File: src/rtl/imm_ext_arbiter.sv
// imm_ext_arbiter: shared immediate-extension unit for the MIPS datapath.
// Two requesters (0 = decode, 1 = branch/address unit) compete round-robin for
// a single-entry output register holding the extended immediate.
// Optional feature macro: IMM_ZEXT_EN adds per-requester zero-extend selects.
module imm_ext_arbiter #(
  parameter int IN_W  = 4,
  parameter int OUT_W = 16
) (
  input  logic             clk,
  input  logic             rst,
  input  logic             req0_valid,
  input  logic [IN_W-1:0]  req0_imm,
`ifdef IMM_ZEXT_EN
  input  logic             req0_zext,
`endif
  output logic             req0_ready,
  input  logic             req1_valid,
  input  logic [IN_W-1:0]  req1_imm,
`ifdef IMM_ZEXT_EN
  input  logic             req1_zext,
`endif
  output logic             req1_ready,
  output logic             out_valid,
  input  logic             out_ready,
  output logic [OUT_W-1:0] out_data,
  output logic             out_src,
  output logic             busy
);

  // Width sanity: extension needs at least one bit of headroom
  if (IN_W < 1 || IN_W >= OUT_W) begin : gBadParams
    $fatal(1, "imm_ext_arbiter: IN_W must satisfy 1 <= IN_W < OUT_W");
  end

  typedef enum logic {
    EMPTY = 1'b0,
    FULL  = 1'b1
  } state_e;

  state_e           state_q, state_d;
  logic [OUT_W-1:0] data_q, data_d;
  logic             src_q, src_d;
  logic             lastGrant_q, lastGrant_d;

  logic             canLoad;
  logic             grantSel;
  logic             fire;
  logic [IN_W-1:0]  selImm;
  logic             selZext;
  logic [OUT_W-1:0] extImm;

  // Round-robin pick and extension of the winning immediate
  always_comb begin
    canLoad  = (state_q == EMPTY) || out_ready;
    grantSel = 1'b0;
    if (req0_valid && req1_valid) begin
      grantSel = ~lastGrant_q;
    end else if (req1_valid) begin
      grantSel = 1'b1;
    end
    fire   = canLoad && (req0_valid || req1_valid);
    selImm = grantSel ? req1_imm : req0_imm;
`ifdef IMM_ZEXT_EN
    selZext = grantSel ? req1_zext : req0_zext;
`else
    selZext = 1'b0;
`endif
    if (selZext) begin
      extImm = {{(OUT_W-IN_W){1'b0}}, selImm};
    end else begin
      extImm = {{(OUT_W-IN_W){selImm[IN_W-1]}}, selImm};
    end
  end

  // Readys are forced low while reset is held so nothing is accepted in reset
  always_comb begin
    req0_ready = rst && fire && !grantSel;
    req1_ready = rst && fire && grantSel;
  end

  // Next-state: load on grant (also covers drain+load with no bubble), else drain
  always_comb begin
    state_d     = state_q;
    data_d      = data_q;
    src_d       = src_q;
    lastGrant_d = lastGrant_q;
    case (state_q)
      EMPTY: begin
        if (fire) begin
          state_d     = FULL;
          data_d      = extImm;
          src_d       = grantSel;
          lastGrant_d = grantSel;
        end
      end
      FULL: begin
        if (fire) begin
          data_d      = extImm;
          src_d       = grantSel;
          lastGrant_d = grantSel;
        end else if (out_ready) begin
          state_d = EMPTY;
        end
      end
      default: state_d = EMPTY;
    endcase
  end

  // State register; lastGrant resets to 1 so port 0 wins the first contest
  always_ff @(posedge clk or negedge rst) begin
    if (!rst) begin
      state_q     <= EMPTY;
      data_q      <= '0;
      src_q       <= 1'b0;
      lastGrant_q <= 1'b1;
    end else begin
      state_q     <= state_d;
      data_q      <= data_d;
      src_q       <= src_d;
      lastGrant_q <= lastGrant_d;
    end
  end

  // Output register drives the consumer side directly
  always_comb begin
    out_valid = (state_q == FULL);
    busy      = (state_q == FULL);
    out_data  = data_q;
    out_src   = src_q;
  end

endmodule

File: config.mk
export PLATFORM = sky130hd
export DESIGN_NAME = imm_ext_arbiter
export DESIGN_NICKNAME = d
export VERILOG_FILES = /design/src/rtl/imm_ext_arbiter.sv
export SDC_FILE = /design/constraint.sdc
export NUM_CORES = 1
export LEC_CHECK = 0
export ABC_AREA = 1
export CORE_UTILIZATION = 30
export CTS_CLUSTER_DIAMETER = 150
export CTS_CLUSTER_SIZE = 25
export DETAILED_ROUTE_END_ITERATION = 7
export PLACE_DENSITY = 0.73
export SYNTH_ARGS = -nofsm -noshare
export SYNTH_HDL_FRONTEND = slang
export SYNTH_SLANG_ARGS = --single-unit
File: constraint.sdc
create_clock -name clk -period 1 [get_ports clk]
set_input_delay 0.2 -clock clk [delete_from_list [all_inputs] [get_ports clk]]
set_output_delay 0.2 -clock clk [all_outputs]
set_load 0.03 [all_outputs]
==> results of run 1 <==
final cells by class:
type | instances | area (um2)
well taps | 16 | 20.0
repair buffers | 46 | 487
inverters | 12 | 47.5
fillers | 139 | 543
multi-input cells | 35 | 221
clock buffers | 4 | 26.3
flip-flops and latches | 7 | 179
logic make-up after synthesis:
kind of cell	after synthesis	share of synthesized area, %
AO/OA/AOI/OAI	1	1.78
buffers and inverters	25	29.0
flip-flops	7	35.9
AND/OR/NAND/NOR	34	33.3
per-stage QoR:
step	TNS [ps]	worst slack (ps)
after floorplan	-295	-210
after global placement	-3100	-424
after detailed placement	-3240	-443
after CTS	-3590	-435
after global routing	-4170	-486
final	-3280	-434
cell usage in the layout, fill, tap and decap left out, drive strengths merged:
| cell | Yosys | layout |
|---|---|---|
| nand2 | 21 | 21 |
| nand3 | 8 | 8 |
| dlygate4sd2 | 0 | 1 |
| clkdlybuf4s50 | 0 | 10 |
| dfstp | 1 | 1 |
| buf | 13 | 34 |
| o21ai | 1 | 1 |
| dfrtp | 6 | 6 |
| clkbuf | 0 | 4 |
| dlymetal6s2s | 0 | 1 |
| inv | 12 | 12 |
| nor2 | 4 | 4 |
| nor3 | 1 | 1 |
state kept, by name, summed over array words and instances (netlist names):
register	count
lastGrant_q	1
out_src	1
busy	1
out_data	4
worst max-delay path: stages (launching register included):
cell and delay (ps):
dfstp_2 540, nand2_2 60, nand2_2 90, inv_4 50, nor3_4 110, buf_6 150
final timing paths:
kind	start	to	slack, ps	cells past startpoint
setup / recovery	lastGrant_q	req0_ready	-430	5
hold / removal	rst	out_data[1]	260	2
setup reg to reg	lastGrant_q	out_data[3]	-100	6
hold reg to reg	lastGrant_q	lastGrant_q	490	2
max in group asynchronous	rst	lastGrant_q	530	2
min in group clk	req0_valid	busy	420	4
per-layer routing:
| metal | part of all wire (%) | vias up | track usage (%) |
|---|---|---|---|
| met3 | 6.7 | 2 | 3.88 |
| met1 | 34 | 231 | 15.3 |
| met2 | 57 | 34 | 24.6 |
| met4 | 1.6 | 0 | 11.3 |
| li1 | - | 263 | - |
| met5 | 0 | - | 0 |
what timing repair did:
action,in CTS,in global routing
setup endpoints to repair,25,26
buffers inserted,4,3
gates resized for setup,25,11
pin swaps,2,2
power by group through the flow:
| stage | Combinational (mW) | Sequential [mW] | Clock [mW] |
|---|---|---|---|
| 2_1_floorplan | 0.398 | 0.440 | 0 |
| 3_3_place_gp | 0.639 | 0.376 | 0 |
| 3_5_place_dp | 0.646 | 0.378 | 0 |
| 4_1_cts | 0.788 | 0.359 | 0.257 |
| 5_1_grt | 0.871 | 0.371 | 0.264 |
| 6_report | 0.829 | 0.365 | 0.246 |
==> flow_summary.toml, run 1 <==
[status]
outcome = "complete, but fails checks"
violations = "negative setup slack"

[routing]
firstDrtPassIters = 4
drc = 0
drt_wl_total_um = 1210
ant_nets = 0
wire_per_inst_um = 10.1
routed_via_density = 4.42
vias = 530
drt_iter0_drc = 4

[cells_and_area]
nNetsFinal = 118
utilization_pct = 64.4
drive_above_1_share_pct = 51.9
antenna_cells = 0
design_area_um2 = 981
syn2layout_area_growth_pct = 99.5
fin_cells = 120

[worst_setup_path]
worst-path-max-fanout = 2
crit_type = "register to primary output"
worstPathArrival_ps = 1230
end_kind = "primary output"
worstPathRequired_ps = 800
cp-start-kind = "register"

[placed_design]
gp_congestion = 0.742
placed_cells = 111
place.port_buffers = 33
dpl.hpwl_um = 928
place_area_um2 = 781

[logic_synthesis]
synth_top_area_cell = "dfrtp_1"
synthFlopType = "dfrtp_1"
synth.top_cell.area_share_pct = 30.5
synth.area.top_cells = "dfrtp_1 31%, buf_4 20%, nand2_1 14%"
yosysUniqueCellTypes = 13
synthCells = 67
synth_most_common_cell = "nand2_1"
syn_avg_cell_area_um2 = 7.34
yosysWarnings = 0
synth-edff-count = 0
synth_nets = 80
yosysSeqAreaShare_pct = 35.9
ys_ff_latch = 7
synthArstFlopShare_pct = 100
synth_top_cells_by_count = "18 x nand2_1, 13 x buf_4, 11 x inv_1"
syn_area_um2 = 492

[timing]
clock_skew_ps = 1.31
worst_slew_pin_slew_ps = 200
whs_ps = 265
period_share_pct = 143
slew_viol_final = 0
hold_viol = 0
setup_viol = 23
period_minus_slack_ps = 1430
fin_ws_ps = -434
rsz0062_at_grt = "true"
max_freq_mhz = 697
slew_headroom_pct = 86.6

[power]
ir_worst_vdd_mv = 0.562
p_sw_uw = 570
switching_share_pct = 39.6
p_int_uw = 870
p_leak_nw = 0.525
power_frac_comb_pct = 57.6
power.density_mw_per_mm2 = 1470
pwr-share-seq_pct = 25.3
power_mw = 1.44
clockPowerShare_pct = 17.1

[cts]
numCtsBuffers = 3
cts.sinks = 7
ctsHoldBuffers = 0
clk_latency_ps = 240
h-tree-depth = 1
cts_tree = "yes"
clockBufferDepth = 2
cts_root_buf = "clkbuf_4"
clk_pin_slew_ps = 50

[grt]
antenna_found_initial = 0
grt_max_degree = 8
grt_pass1_wl_um = 1900
grt_pass1_vias = 480
grt.overflow.total = 0
track_usage_pct = 14.7

[worst_hold_path]
min_path_type = "input pin to async pin"

[floorplan]
dieArea_mm2 = 0.00180
start_util_pct = 32.3
coreArea_mm2 = 0.00152
die_w_um = 42.5
die_y_um = 42.5
ioPinCount = 34
rows = 14

[flow_run]
drv_cap = 0
Power figures use the tool's default switching activity.
==> inputs of run 2 (changes only) <==
--- a/config.mk
+++ b/config.mk
@@ -10,7 +10,7 @@
 export CTS_CLUSTER_DIAMETER = 150
 export CTS_CLUSTER_SIZE = 25
 export DETAILED_ROUTE_END_ITERATION = 7
-export PLACE_DENSITY = 0.73
+export PLACE_DENSITY_LB_ADDON = 0.2
 export SYNTH_ARGS = -nofsm -noshare
 export SYNTH_HDL_FRONTEND = slang
 export SYNTH_SLANG_ARGS = --single-unit
==> flow_summary.toml, run 2 (synthesis gave the netlist of run 1 again) <==
[status]
outcome = "complete, but fails checks"
violations = "negative setup slack"

[grt]
grt_pass1_vias = 496
grt_max_degree = 8
antenna_found_initial = 0
track_usage_pct = 15.1
grt.overflow.total = 0
grt_pass1_wl_um = 1950

[routing]
wire_per_inst_um = 10.2
ant_nets = 0
firstDrtPassIters = 4
routed_via_density = 4.20
drt_iter0_drc = 3
drt_wl_total_um = 1220
drc = 0
vias = 504

[cells_and_area]
mostFrequentLayoutCells = "26 x buf_6, 17 x nand2_1, 11 x inv_1"
multi_input_area_um2 = 209
layout_commonest_cell = "buf_6"
antenna_cells = 0
fin_cells = 120
syn2layout_area_growth_pct = 94.7
n_fill_cell = 141
regArea_um2 = 179
nNetsFinal = 118
drive_above_1_share_pct = 48.1
design_area_um2 = 957
largest_reg_flops = 4

[power]
power.density_mw_per_mm2 = 1530
p_sw_uw = 589
clockPowerShare_pct = 18.2
pwr-share-seq_pct = 25.0
p_leak_nw = 0.523
power_frac_comb_pct = 56.8
p_int_uw = 876
switching_share_pct = 40.2
ir_worst_vdd_mv = 0.525

[worst_setup_path]
end_kind = "primary output"
reg2reg_from = "lastGrant_q"
crit_top_cell = "nand2_2"
worst-path-max-fanout = 2
crit_type = "register to primary output"
cp-start-kind = "register"
worstPathRequired_ps = 800
worstPathArrival_ps = 1270
path_cells = "nand2_2 > nand2_2 > inv_2 > nor3_4 > buf_6"
reg2reg_slack_ps = -90
reg2regPathDepth = 6
max_stage_delay_ps = 550
crit_slowest_cell = "dfstp_2"
r2r_end = "out_data[2]"

[floorplan]
coreArea_mm2 = 0.00152
die_w_um = 42.5
ioPinCount = 34
rows = 14
start_util_pct = 32.3
dieArea_mm2 = 0.00180
die_y_um = 42.5

[timing]
rsz0062_at_grt = "true"
period_share_pct = 147
worst_slew_pin_slew_ps = 266
fin_ws_ps = -475
clock_skew_ps = 0.222
hold_viol = 0
period_minus_slack_ps = 1470
max_freq_mhz = 678
slew_headroom_pct = 82.2
setup_viol = 23
slew_viol_final = 0

[placed_design]
placed_cells = 110
place_area_um2 = 773
dpl.hpwl_um = 890
gp_congestion = 0.852
pre_cts_ws_ps = -482
place.port_buffers = 33

[cts]
cts.sinks = 7
cts_tree = "yes"
cts_root_buf = "clkbuf_4"
clk_pin_slew_ps = 50
numCtsBuffers = 3
h-tree-depth = 1
clk_latency_ps = 250
clockBufferDepth = 2
ctsHoldBuffers = 0

[flow_run]
drv_cap = 0

[worst_hold_path]
min_path_type = "input pin to async pin"
[run 2: timing repair]
action	4_1_cts	5_1_grt
setup endpoints to repair	27	27
endpoints found under the hold margin	0	0
resized for setup	22	9
buffers inserted	4	2
[run 2: how the worst max path moves through the flow]
stage / slack, ps / end / from / depth (start not counted)
6_report: -470 / req0_ready / lastGrant_q / 5
5_1_grt: -520 / req0_ready / lastGrant_q / 5
4_1_cts: -480 / req1_ready / lastGrant_q / 6
3_5_place_dp: -480 / req0_ready / req0_valid / 6
3_3_place_gp: -450 / req1_ready / req0_valid / 7
2_1_floorplan: -210 / req0_ready / lastGrant_q / 4
[run 2: critical path, delay by kind of cell, from the launching register on]
kind,cells,cell delay [ps]
and+or+nand+nor,3,270
DFF,1,550
buffers and inverters,2,210
[run 2: through the flow]
step / setup TNS [ps] / util, % / power, mW / hold slack, ps
after global placement: -3210 / 50.7 / 1.01 / 458
after CTS: -4030 / 59.6 / 1.43 / 241
final: -3830 / 62.8 / 1.47 / 247
after floorplan: -295 / - / 0.839 / -95.6
after detailed placement: -3390 / 50.7 / 1.02 / 468
after global routing: -4600 / 62.8 / 1.53 / 270
[run 2: power groups by stage]
stage	Combinational, mW	Sequential [mW]	Clock (mW)
after floorplan	0.398	0.440	0
after global placement	0.637	0.376	0
after detailed placement	0.642	0.378	0
after CTS	0.794	0.363	0.278
after global routing	0.876	0.371	0.284
final	0.832	0.367	0.267
[run 2: final cells by class]
class                   instances  area share [%]
well taps                      16            2.09
flip-flops and latches          7            18.7
repair buffers                 46            49.9
clock buffers                   4            2.75
inverters                      12            4.71
multi-input cells              35            21.8
[run 2: per-layer routing]
metal  wire length (um)  global-route usage [%]  up-vias
li1                   -                       -      263
met1                455                    15.2      215
met2                694                    26.2       24
met3                 48                    1.29        2
met4                 19                    15.0        0
met5                  0                       0        -
==> inputs of run 3 (changes only) <==
--- a/config.mk
+++ b/config.mk
@@ -10,6 +10,7 @@
 export CTS_CLUSTER_DIAMETER = 150
 export CTS_CLUSTER_SIZE = 25
 export DETAILED_ROUTE_END_ITERATION = 7
+export MAX_ROUTING_LAYER = met4
 export PLACE_DENSITY_LB_ADDON = 0.2
 export SYNTH_ARGS = -nofsm -noshare
 export SYNTH_HDL_FRONTEND = slang
==> flow_summary.toml, run 3 (synthesis gave the netlist of run 1 again) <==
[cells_and_area]
largest_reg_flops = 4
design_area_um2 = 957
syn2layout_area_growth_pct = 94.7
drive_above_1_share_pct = 48.1
antenna_cells = 0
mostFrequentLayoutCells = "26 x buf_6, 17 x nand2_1, 11 x inv_1"
n_fill_cell = 141
layout_commonest_cell = "buf_6"
nNetsFinal = 118

[placed_design]
pre_cts_ws_ps = -482
dpl.hpwl_um = 890
place_area_um2 = 773
gp_congestion = 0.866
place.port_buffers = 33

[routing]
vias = 504
firstDrtPassIters = 4
routed_via_density = 4.20
drt_iter0_drc = 3
drc = 0
drt_wl_total_um = 1220
ant_nets = 0
wire_per_inst_um = 10.2

[worst_setup_path]
crit_type = "register to primary output"
max_stage_delay_ps = 550
worstPathArrival_ps = 1270
worstPathRequired_ps = 800
cp.buffers_inverters = 2
crit_top_cell = "nand2_2"
cp-start-kind = "register"
cp.depth = 5
reg2reg_from = "lastGrant_q"
reg2regPathDepth = 6
end_kind = "primary output"
path_cells = "nand2_2 > nand2_2 > inv_2 > nor3_4 > buf_6"
crit_slowest_cell = "dfstp_2"
worst-path-max-fanout = 2
critical_path.top_delay_family = "flip-flops"
startpoint = "lastGrant_q"

[floorplan]
die_w_um = 42.5
rows = 14
coreArea_mm2 = 0.00152
dieArea_mm2 = 0.00180
die_y_um = 42.5
start_util_pct = 32.3
ioPinCount = 34

[timing]
fin_ws_ps = -475
setup_viol = 23
period_share_pct = 147
clock_skew_ps = 0.221
whs_ps = 247
slew_headroom_pct = 82.2
slew_viol_final = 0
worst_slew_pin_slew_ps = 266
max_freq_mhz = 678
period_minus_slack_ps = 1470
hold_viol = 0
finalSetupTns_ps = -3830
rsz0062_at_grt = "true"

[cts]
clockBufferDepth = 2
ctsHoldBuffers = 0
cts_tree = "yes"
numCtsBuffers = 3
clk_latency_ps = 250
cts.sinks = 7
h-tree-depth = 1
clk_pin_slew_ps = 50
cts_root_buf = "clkbuf_4"

[grt]
track_usage_pct = 15.5
grt_pass1_vias = 490
antenna_found_initial = 0
grt.overflow.total = 0
grt_pass1_wl_um = 1950
grt_max_degree = 8

[power]
p_leak_nw = 0.523
power.density_mw_per_mm2 = 1530
ir_worst_vdd_mv = 0.525

[worst_hold_path]
min_path_type = "input pin to async pin"

[status]
outcome = "complete, but fails checks"
violations = "negative setup slack"

[flow_run]
drv_cap = 0
run 3: cell counts in the layout (fill, tap and decap cells not counted):
No cell type changed its count.
run 3: repair_timing:
item                                    in CTS  in global routing
resized for setup                           22                  9
setup buffers                                4                  2
endpoints found under the setup margin      27                 27
run 3: worst register-to-register path: cells and delay by family, from the launching register on:
| family | cells | cell delay, ps |
|---|---|---|
| simple gates | 5 | 320 |
| flops | 1 | 550 |
| buf+inv | 1 | 120 |
run 3: area by class of cell:
type                    instances  area, um2  area share [%]
repair buffers                 46        478            49.9
flip-flops and latches          7        179            18.7
well taps                      16       20.0            2.09
multi-input cells              35        209            21.8
inverters                      12       45.0            4.71
clock buffers                   4       26.3            2.75
run 3: final timing paths:
path                                     to  slack (ps)
worst min-delay path                   busy         250
worst min register to register  lastGrant_q         480
worst max-delay path             req0_ready        -470
worst max register to register  out_data[2]         -90
min in group clk                       busy         330
max in group asynchronous       lastGrant_q         550
run 3: power breakdown:
group / internal [mW] / switching (mW) / total [mW] / leakage (nW)
registers: 0.330 / 0.0368 / 0.367 / 0.0789
clock network: 0.153 / 0.114 / 0.267 / 0.0150
logic: 0.394 / 0.439 / 0.832 / 0.429
run 3: stage by stage:
step	utilization, %	total power [mW]	std cells
after detailed placement	50.7	1.02	110
final	62.8	1.47	120
after global placement	50.7	1.01	110
after global routing	62.8	1.53	120
after floorplan	-	0.839	67
after CTS	59.6	1.43	118
run 3: routing by layer:
layer | global-route usage (%) | share of wire, %
met5 | - | 0
met4 | 15.0 | 1.6
met2 | 26.2 | 57
met1 | 15.2 | 37
met3 | 1.29 | 3.9
